$ cat src/rtl/aes_mixcol_engine.sv
// aes_mixcol_engine: handshaked AES MixColumns / InvMixColumns engine.
// Latches one 128-bit state at accept, transforms COLS_PER_CYC columns per
// clock in place, then holds the result until the consumer takes it.
// Optional feature macro: AES_MC_BYPASS_EN adds i_bypass, which passes the
// state through unchanged (final AES round) with the same latency.
//
// state | meaning
// IDLE  | no transaction, o_ready high
// BUSY  | transforming COLS_PER_CYC columns per clock, cnt selects the group
// DONE  | result presented on o_data, held until i_ready

module aes_mixcol_engine #(
  parameter int COLS_PER_CYC = 1
) (
  input  logic         i_clk,
  input  logic         i_rst_n,
  input  logic         i_valid,
  output logic         o_ready,
  input  logic         i_inv,
`ifdef AES_MC_BYPASS_EN
  input  logic         i_bypass,
`endif
  input  logic [127:0] i_data,
  output logic         o_valid,
  input  logic         i_ready,
  output logic [127:0] o_data,
  output logic         o_busy
);

  generate
    if (COLS_PER_CYC != 1 && COLS_PER_CYC != 2 && COLS_PER_CYC != 4) begin : gen_bad_cols
      $error("aes_mixcol_engine: COLS_PER_CYC must be 1, 2 or 4");
    end
  endgenerate

  localparam int         N_CYC    = (COLS_PER_CYC > 0) ? (4 / COLS_PER_CYC) : 1;
  localparam logic [1:0] CNT_LAST = 2'(N_CYC - 1);

  typedef enum logic [1:0] {
    IDLE = 2'd0,
    BUSY = 2'd1,
    DONE = 2'd2
  } state_t;

  state_t       state_q, state_d;
  logic [1:0]   cnt_q, cnt_d;
  logic [127:0] data_q, data_d;
  logic         inv_q, inv_d;
  logic         byp;
  logic         accept;
  logic [1:0]   col_idx;
  logic [31:0]  col_in;

  function automatic logic [7:0] xtime(input logic [7:0] b);
    return {b[6:0], 1'b0} ^ (b[7] ? 8'h1b : 8'h00);
  endfunction

  // One column through either matrix; multiples built from a shared xtime chain.
  function automatic logic [31:0] mix_col(input logic [31:0] col, input logic inv);
    logic [7:0]  a  [4];
    logic [7:0]  x2 [4];
    logic [7:0]  x4 [4];
    logic [7:0]  x8 [4];
    logic [31:0] res;
    logic [1:0]  r0, r1, r2, r3;
    res = '0;
    for (int r = 0; r < 4; r++) begin
      r0     = 2'(r);
      a[r0]  = col[31-8*r -: 8];
      x2[r0] = xtime(a[r0]);
      x4[r0] = xtime(x2[r0]);
      x8[r0] = xtime(x4[r0]);
    end
    for (int r = 0; r < 4; r++) begin
      r0 = 2'(r);
      r1 = r0 + 2'd1;
      r2 = r0 + 2'd2;
      r3 = r0 + 2'd3;
      if (!inv)
        res[31-8*r -: 8] = x2[r0] ^ (x2[r1] ^ a[r1]) ^ a[r2] ^ a[r3];
      else
        res[31-8*r -: 8] = (x8[r0] ^ x4[r0] ^ x2[r0]) ^ (x8[r1] ^ x2[r1] ^ a[r1]) ^
                           (x8[r2] ^ x4[r2] ^ a[r2]) ^ (x8[r3] ^ a[r3]);
    end
    return res;
  endfunction

`ifdef AES_MC_BYPASS_EN
  logic bypass_q, bypass_d;

  // Bypass flag captured at accept, cleared by reset.
  always_ff @(posedge i_clk or negedge i_rst_n) begin
    if (!i_rst_n) bypass_q <= 1'b0;
    else          bypass_q <= bypass_d;
  end

  assign byp = bypass_q;
`else
  assign byp = 1'b0;
`endif

  // State, column counter, working state and mode registers.
  always_ff @(posedge i_clk or negedge i_rst_n) begin
    if (!i_rst_n) begin
      state_q <= IDLE;
      cnt_q   <= 2'd0;
      data_q  <= '0;
      inv_q   <= 1'b0;
    end else begin
      state_q <= state_d;
      cnt_q   <= cnt_d;
      data_q  <= data_d;
      inv_q   <= inv_d;
    end
  end

  // Next-state, in-place column update and handshake outputs.
  always_comb begin
    state_d  = state_q;
    cnt_d    = cnt_q;
    data_d   = data_q;
    inv_d    = inv_q;
`ifdef AES_MC_BYPASS_EN
    bypass_d = bypass_q;
`endif
    o_ready  = 1'b0;
    o_valid  = 1'b0;
    accept   = 1'b0;
    col_idx  = 2'd0;
    col_in   = '0;
    case (state_q)
      IDLE: begin
        o_ready = 1'b1;
        accept  = i_valid;
      end
      BUSY: begin
        for (int k = 0; k < COLS_PER_CYC; k++) begin
          col_idx = 2'(int'(cnt_q) * COLS_PER_CYC + k);
          col_in  = data_q[127-32*int'(col_idx) -: 32];
          data_d[127-32*int'(col_idx) -: 32] = byp ? col_in : mix_col(col_in, inv_q);
        end
        if (cnt_q == CNT_LAST) begin
          state_d = DONE;
          cnt_d   = 2'd0;
        end else begin
          cnt_d = cnt_q + 2'd1;
        end
      end
      DONE: begin
        o_valid = 1'b1;
        if (i_ready) begin
          o_ready = 1'b1;
          if (i_valid) accept = 1'b1;
          else         state_d = IDLE;
        end
      end
      default: state_d = IDLE;
    endcase
    // A new transaction always restarts from column 0 with fresh data and mode.
    if (accept) begin
      state_d  = BUSY;
      cnt_d    = 2'd0;
      data_d   = i_data;
      inv_d    = i_inv;
`ifdef AES_MC_BYPASS_EN
      bypass_d = i_bypass;
`endif
    end
  end

  assign o_data = data_q;
  assign o_busy = (state_q != IDLE);

endmodule

$ cat config.mk
export PLATFORM = sky130hd
export DESIGN_NAME = aes_mixcol_engine
export DESIGN_NICKNAME = d
export VERILOG_FILES = /design/src/rtl/aes_mixcol_engine.sv
export SDC_FILE = /design/constraint.sdc
export NUM_CORES = 1
export LEC_CHECK = 0
export BUFFER_PORTS_ARGS = -buffer_cell sky130_fd_sc_hd__buf_4
export CAP_MARGIN = 20
export CORE_MARGIN = 3
export CORE_UTILIZATION = 45
export DETAILED_ROUTE_END_ITERATION = 10
export PLACE_DENSITY = 0.71
export RECOVER_POWER = 50
export SLEW_MARGIN = 20
export SYNTH_ARGS = -nofsm -noshare
export SYNTH_HDL_FRONTEND = slang
export SYNTH_SLANG_ARGS = --single-unit
$ cat constraint.sdc
create_clock -name i_clk -period 8.58 [get_ports i_clk]
set_input_delay 1.287 -clock i_clk [delete_from_list [all_inputs] [get_ports i_clk]]
set_output_delay 1.287 -clock i_clk [all_outputs]
set_load 0.05 [all_outputs]
---- Word-level counts from Yosys, hierarchy flattened ----
Cells that the tools add are included.
word-level totals
  register bits after elaboration ......... 133
  output and inout bits ................... 131
  word-level logic and storage cells ...... 122
operators by class
  $add $sub $neg .......................... 3
  equal/unequal tests ..................... 7
  shifts and indexed selects .............. 3
  mux-type cells .......................... 37
  bitwise operators ....................... 64
  reductions and logical operators ........ 4
operators with widths
  kind                                                      count
  bitwise XOR 8 bit                                         52
  two-way mux 128 bit                                       2
  variable shift 32 x 33 -> 159 bit (first input constant)  1
  variable part select 159 x 8 -> 32 bit                    1
  variable part select 32 x 33 -> 159 bit                   1
  bitwise mux 128 bit                                       1
  bitwise XOR 8 x 5 -> 8 bit                                12
  two-way mux 8 bit                                         8
  two-way mux 5 bit                                         12
  negation 8 -> 33 bit                                      1
  two-way mux 2 bit                                         7
  != test 3 bit (second input constant)                     3
  subtractor 7 x 7 -> 8 bit (first input constant)          1
  one-hot mux 2 bit (3 select lines)                        1
  equality test 2 bit (second input constant)               2
  two-way mux 1 bit                                         4
  one-hot mux 1 bit (2 select lines)                        2
  AND reduction 4 bit                                       1
  nonzero test 2 bit                                        2
  adder 2 x 1 -> 2 bit (second input constant)              1
  equality test 2 x 1 -> 1 bit (second input constant)      1
  logical NOT 2 bit                                         1
  != test 2 bit (second input constant)                     1

---- Longest topological paths before layout ----
  word-level depth ........................ 19
  depth in mapped cells ................... 12
  depth with buffers taken out ............ 8

---- Least setup slack after synthesis ----
No wires, ideal clock.
  path type ............................... input port to flip-flop
  start point ............................. input i_ready
  end point ............................... register data_q[64] (netlist: o_data[64])
  library setup time ...................... 0.083 ns
  arrival time ............................ 3.372 ns
  data required time ...................... 8.497 ns
  path slack .............................. 5.124 ns
  stages .................................. 8
  buffers on the path ..................... 3
  cell sequence ........................... nand2b_1 nor2b_1 and2_1 clkbuf_1 clkbuf_1 clkbuf_1 a22oi_1 o21ai_0
on the way
  longest elaborated chain between the ends .. 3
  elaborated cells between the ends (all ways) .. 4
  classes of those cells .................. 3 x mux; 1 x reduce/logical
ends and longest elaborated chain
  what                                                              line  source
  start: declaration                                                25    input logic i_ready,
  two-way mux 1 bit (*)                                             151   if (i_ready) begin
  one-hot mux 1 bit (2 select lines) (*)                            131   case (state_q)
  two-way mux 128 bit / nonzero test 2 bit (equally long branches)  --
  end signal: assignment                                            112   data_q <= data_d;
  end: declaration                                                  47    logic [127:0] data_q, data_d;
Every way passes the cells marked *; elsewhere a longest branch is shown, timed or not.
A chain may end at the register's enable or synchronous reset.

---- Worst setup path after layout ----
  start point ............................. register cnt_q[0]
  end point ............................... register data_q[83] (netlist: o_data[83])
on the way
  longest elaborated chain between the ends .. 17
  elaborated cells between the ends (all ways) .. 92
  classes of those cells .................. 2 x add/sub; 3 x shift; 23 x mux; 64 x bitwise
ends and longest elaborated chain
  what                                                                                 line      source
  start: declaration                                                                   46        logic [1:0] cnt_q, cnt_d;
  start signal: assignment                                                             111       cnt_q <= cnt_d;
  subtractor 7 x 7 -> 8 bit (*)                                                        139, 140
  variable part select 159 x 8 -> 32 bit                                               139       col_in = data_q[127-32*int'(col_idx) -: 32];
  bitwise XOR 8 x 5 -> 8 bit / two-way mux 5 bit (equally long branches) (2 in a row)  55        return {b[6:0], 1'b0} ^ (b[7] ? 8'h1b : 8'h00);
  two-way mux 5 bit / bitwise XOR 8 x 5 -> 8 bit (equally long branches)               55
  bitwise XOR 8 x 5 -> 8 bit                                                           55
  bitwise XOR 8 bit (on tied branches)                                                 82, 83
  bitwise XOR 8 bit (3 in a row)                                                       82        res[31-8*r -: 8] = (x8[r0] ^ x4[r0] ^ x2[r0]) ^ (x8[r1] ^ x2[r1] ^ a[r1]) ^
  bitwise XOR 8 bit                                                                    83        (x8[r2] ^ x4[r2] ^ a[r2]) ^ (x8[r3] ^ a[r3]);
  two-way mux 8 bit                                                                    79        if (!inv)
  two-way mux 8 bit                                                                    131
  variable part select 32 x 33 -> 159 bit                                              140       data_d[127-32*int'(col_idx) -: 32] = byp ? col_in : mix_col(col_in, inv_q);
  bitwise mux 128 bit (*)                                                              140
  two-way mux 128 bit (*)                                                              131
  two-way mux 128 bit (*)                                                              160       if (accept) begin
Every way passes the cells marked *; elsewhere a longest branch is shown, timed or not. The select of a mux whose other input is x is not followed.

==> results.sh <==
export IMPL_cts_hold_fix_buffers=0
export IMPL_cts_htree_levels=4
export IMPL_cts_sinks=133
export IMPL_area_growth_pct=26.2
export IMPL_crit_path_end_kind="register"
export IMPL_grt_usage=0.294
export IMPL_start_util=0.464
export IMPL_finClkSkew_ns=0.0115
export IMPL_drv_cap=2
export IMPL_row_count=50
export IMPL_startpoint_type="register"
export IMPL_drt_wirelength_per_cell_um=24.4
export IMPL_slew_headroom=-1.20
export IMPL_pin_count=264
export IMPL_grt_pass1_wl_um=48200
export IMPL_cp_startpoint="cnt_q[0]$_DFFE_PN0P_"
export IMPL_cts_resized=0
export IMPL_worstSetupPathType="reg2reg"
export IMPL_required_ns=8.87
export IMPL_r2r_start="cnt_q[0]$_DFFE_PN0P_"
export IMPL_syn_area_sq_mm=0.00880
export IMPL_ff2ff_path_depth=9
export IMPL_layout_nets=1153
export IMPL_tightestPinTransition_ns=3.29
export IMPL_ys_seq_elements=133
export IMPL_drt_initial_drc_count=689
export IMPL_synth_cell_types=41
export IMPL_gp_congestion=0.917
export IMPL_layout_commonest_cell="buf_4"
export IMPL_syn_num_nets=923
export IMPL_preCtsSetupSlack_ns=4.50
export IMPL_max_freq_mhz=187
export IMPL_clock_latency_ns=0.43
export IMPL_grt_max_degree=81
export IMPL_grt_pass1_vias=7977
export IMPL_final_cell_mix="buf_4, dfrtp_1, clkbuf_1, xnor2_1, a22oi_1"
export IMPL_numCtsBuffers=17
export IMPL_vias=7553
export IMPL_post_route_worst_setup_slack_ns=3.24
export IMPL_crit_end="o_data[83]$_DFFE_PN0P_"
export IMPL_async_flop_share=1.00
export IMPL_diodes=0
export IMPL_regArea_sq_mm=0.00333
export IMPL_period_needed_ns=5.34
export IMPL_synth_edf_count=0
export IMPL_viasPerCell=5.87
export IMPL_drt_total_wl_um=31400
export IMPL_tns_ns=0
export IMPL_violations="capacitance limit, slew limit"
export IMPL_ys_seq_area_frac=0.378
export IMPL_drive_above_1_share=0.241
export IMPL_hold_class="reg2reg"
export IMPL_drv_slew=91
export IMPL_drtAntennaViolNets=0
export IMPL_ys_flop_type="dfrtp_1"
export IMPL_crit_fanout=28
export IMPL_multi_input_area_sq_mm=0.00518
export IMPL_fill_cells=1682
export IMPL_die_y_um=146
export IMPL_synth_avg_cell_area_sq_um=11.2
export IMPL_clock_root_buffer="clkbuf_16"
export IMPL_cts_setup_buffers=0
export IMPL_drc=0
export IMPL_dieArea_sq_mm=0.0213
export IMPL_rsz0062_at_grt="false"
export IMPL_cp_arrival_ns=5.63
export IMPL_hold_viol_final=0
export IMPL_cts_tree="done"
export IMPL_ys_warnings_count=0
export IMPL_cts_clk_slew_worst_paths_ns=0.06
export IMPL_status="finished, violations left"
export IMPL_fin_crit_sh=0.622
export IMPL_antenna_found_initial=0
export IMPL_dpl_hpwl_um=23000
export IMPL_clk_path_buf_depth=2
export IMPL_coreArea_sq_mm=0.0190
export IMPL_r2r_end="o_data[83]$_DFFE_PN0P_"
export IMPL_r2r_slack_ns=3.24
export IMPL_setup_viol=0
export IMPL_drt_first_pass_iters=5
export IMPL_die_x_um=146
export IMPL_port_buffers=263
export IMPL_synthCells=786
export IMPL_grt_overflow_total=0
per-stage QoR:
step	instances	area, sq um	utilization	hold slack (ns)
floorplan	786	8800	-	0.507
global placement	1254	10900	0.575	0.484
detailed placement	1256	11000	0.578	0.498
CTS	1286	11600	0.609	0.510
global route	1287	11100	0.585	0.548
finish	1287	11100	0.585	0.509
per-layer routing:
layer,part of all wire,track usage,wire (um)
met5,0,0,0
met4,0.028,0.104,876
met3,0.095,0.0779,2970
met2,0.48,0.463,15000
met1,0.40,0.394,12600
kinds of logic (layout without fill, tap and decap cells):
| group | count (synthesis) | count (layout) | synth area share |
|---|---|---|---|
| flops | 133 | 133 | 0.378 |
| buf+inv | 67 | 308 | 0.0380 |
| compound gates | 277 | 277 | 0.196 |
| mux | 34 | 34 | 0.0876 |
| fa+ha+maj | 4 | 4 | 0.00569 |
| simple gates | 61 | 61 | 0.0309 |
| xor+xnor | 210 | 210 | 0.263 |
how the worst min path moves through the flow:
stage | depth (start not counted) | endpoint | slack, ns | start
floorplan | 1 | state_q[1]$_DFFE_PN0P_ | 0.51 | state_q[0]$_DFFE_PN0P_
global placement | 2 | o_data[31]$_DFFE_PN0P_ | 0.48 | o_data[31]$_DFFE_PN0P_
detailed placement | 2 | o_data[7]$_DFFE_PN0P_ | 0.50 | o_data[7]$_DFFE_PN0P_
CTS | 2 | o_data[31]$_DFFE_PN0P_ | 0.51 | o_data[31]$_DFFE_PN0P_
global route | 1 | o_data[1]$_DFFE_PN0P_ | 0.55 | o_data[1]$_DFFE_PN0P_
finish | 2 | o_data[7]$_DFFE_PN0P_ | 0.51 | o_data[7]$_DFFE_PN0P_
synthesized netlist by cell type (5+ instances only):
library cell,instances,share of area
dfrtp_1,133,0.38
xnor2_1,123,0.12
a22oi_1,110,0.094
o21ai_1,69,0.039
o21ai_0,61,0.035
clkbuf_1,46,0.020
xor2_1,40,0.040
nand2_1,29,0.012
xnor2_2,26,0.048
mux4_2,24,0.061
a21oi_1,20,0.011
nor2_1,14,0.0060
xnor3_1,10,0.026
buf_2,8,0.0046
mux4_1,8,0.024
buf_4,6,0.0051
o21a_1,5,0.0043
xor2_2,5,0.0092
registers in the layout (all words and copies together), names as in the netlist:
| signal | count |
|---|---|
| state_q | 2 |
| cnt_q | 2 |
| o_data | 128 |
| inv_q | 1 |
area by class of cell:
type,instances,share of cell area
clock buffer,23,0.0431
clock inverter,7,0.0109
inverter,2,0.000677
multi-input combinational,586,0.467
sequential,133,0.300
tap,260,0.0293
timing repair buffer,276,0.149
worst max-delay path, cell delays in order, from the launching register on:
cell,delay [ns]
dfrtp_1,0.85
clkbuf_1,1.48
mux4_1,1.01
xor2_1,0.53
xnor3_1,0.33
xnor2_2,0.17
xnor2_1,0.18
nand2_1,0.11
xnor2_1,0.39
o21ai_1,0.13
Power is not shown: default switching activity piles up to over one toggle a cycle in this logic, so the estimate is an artifact.
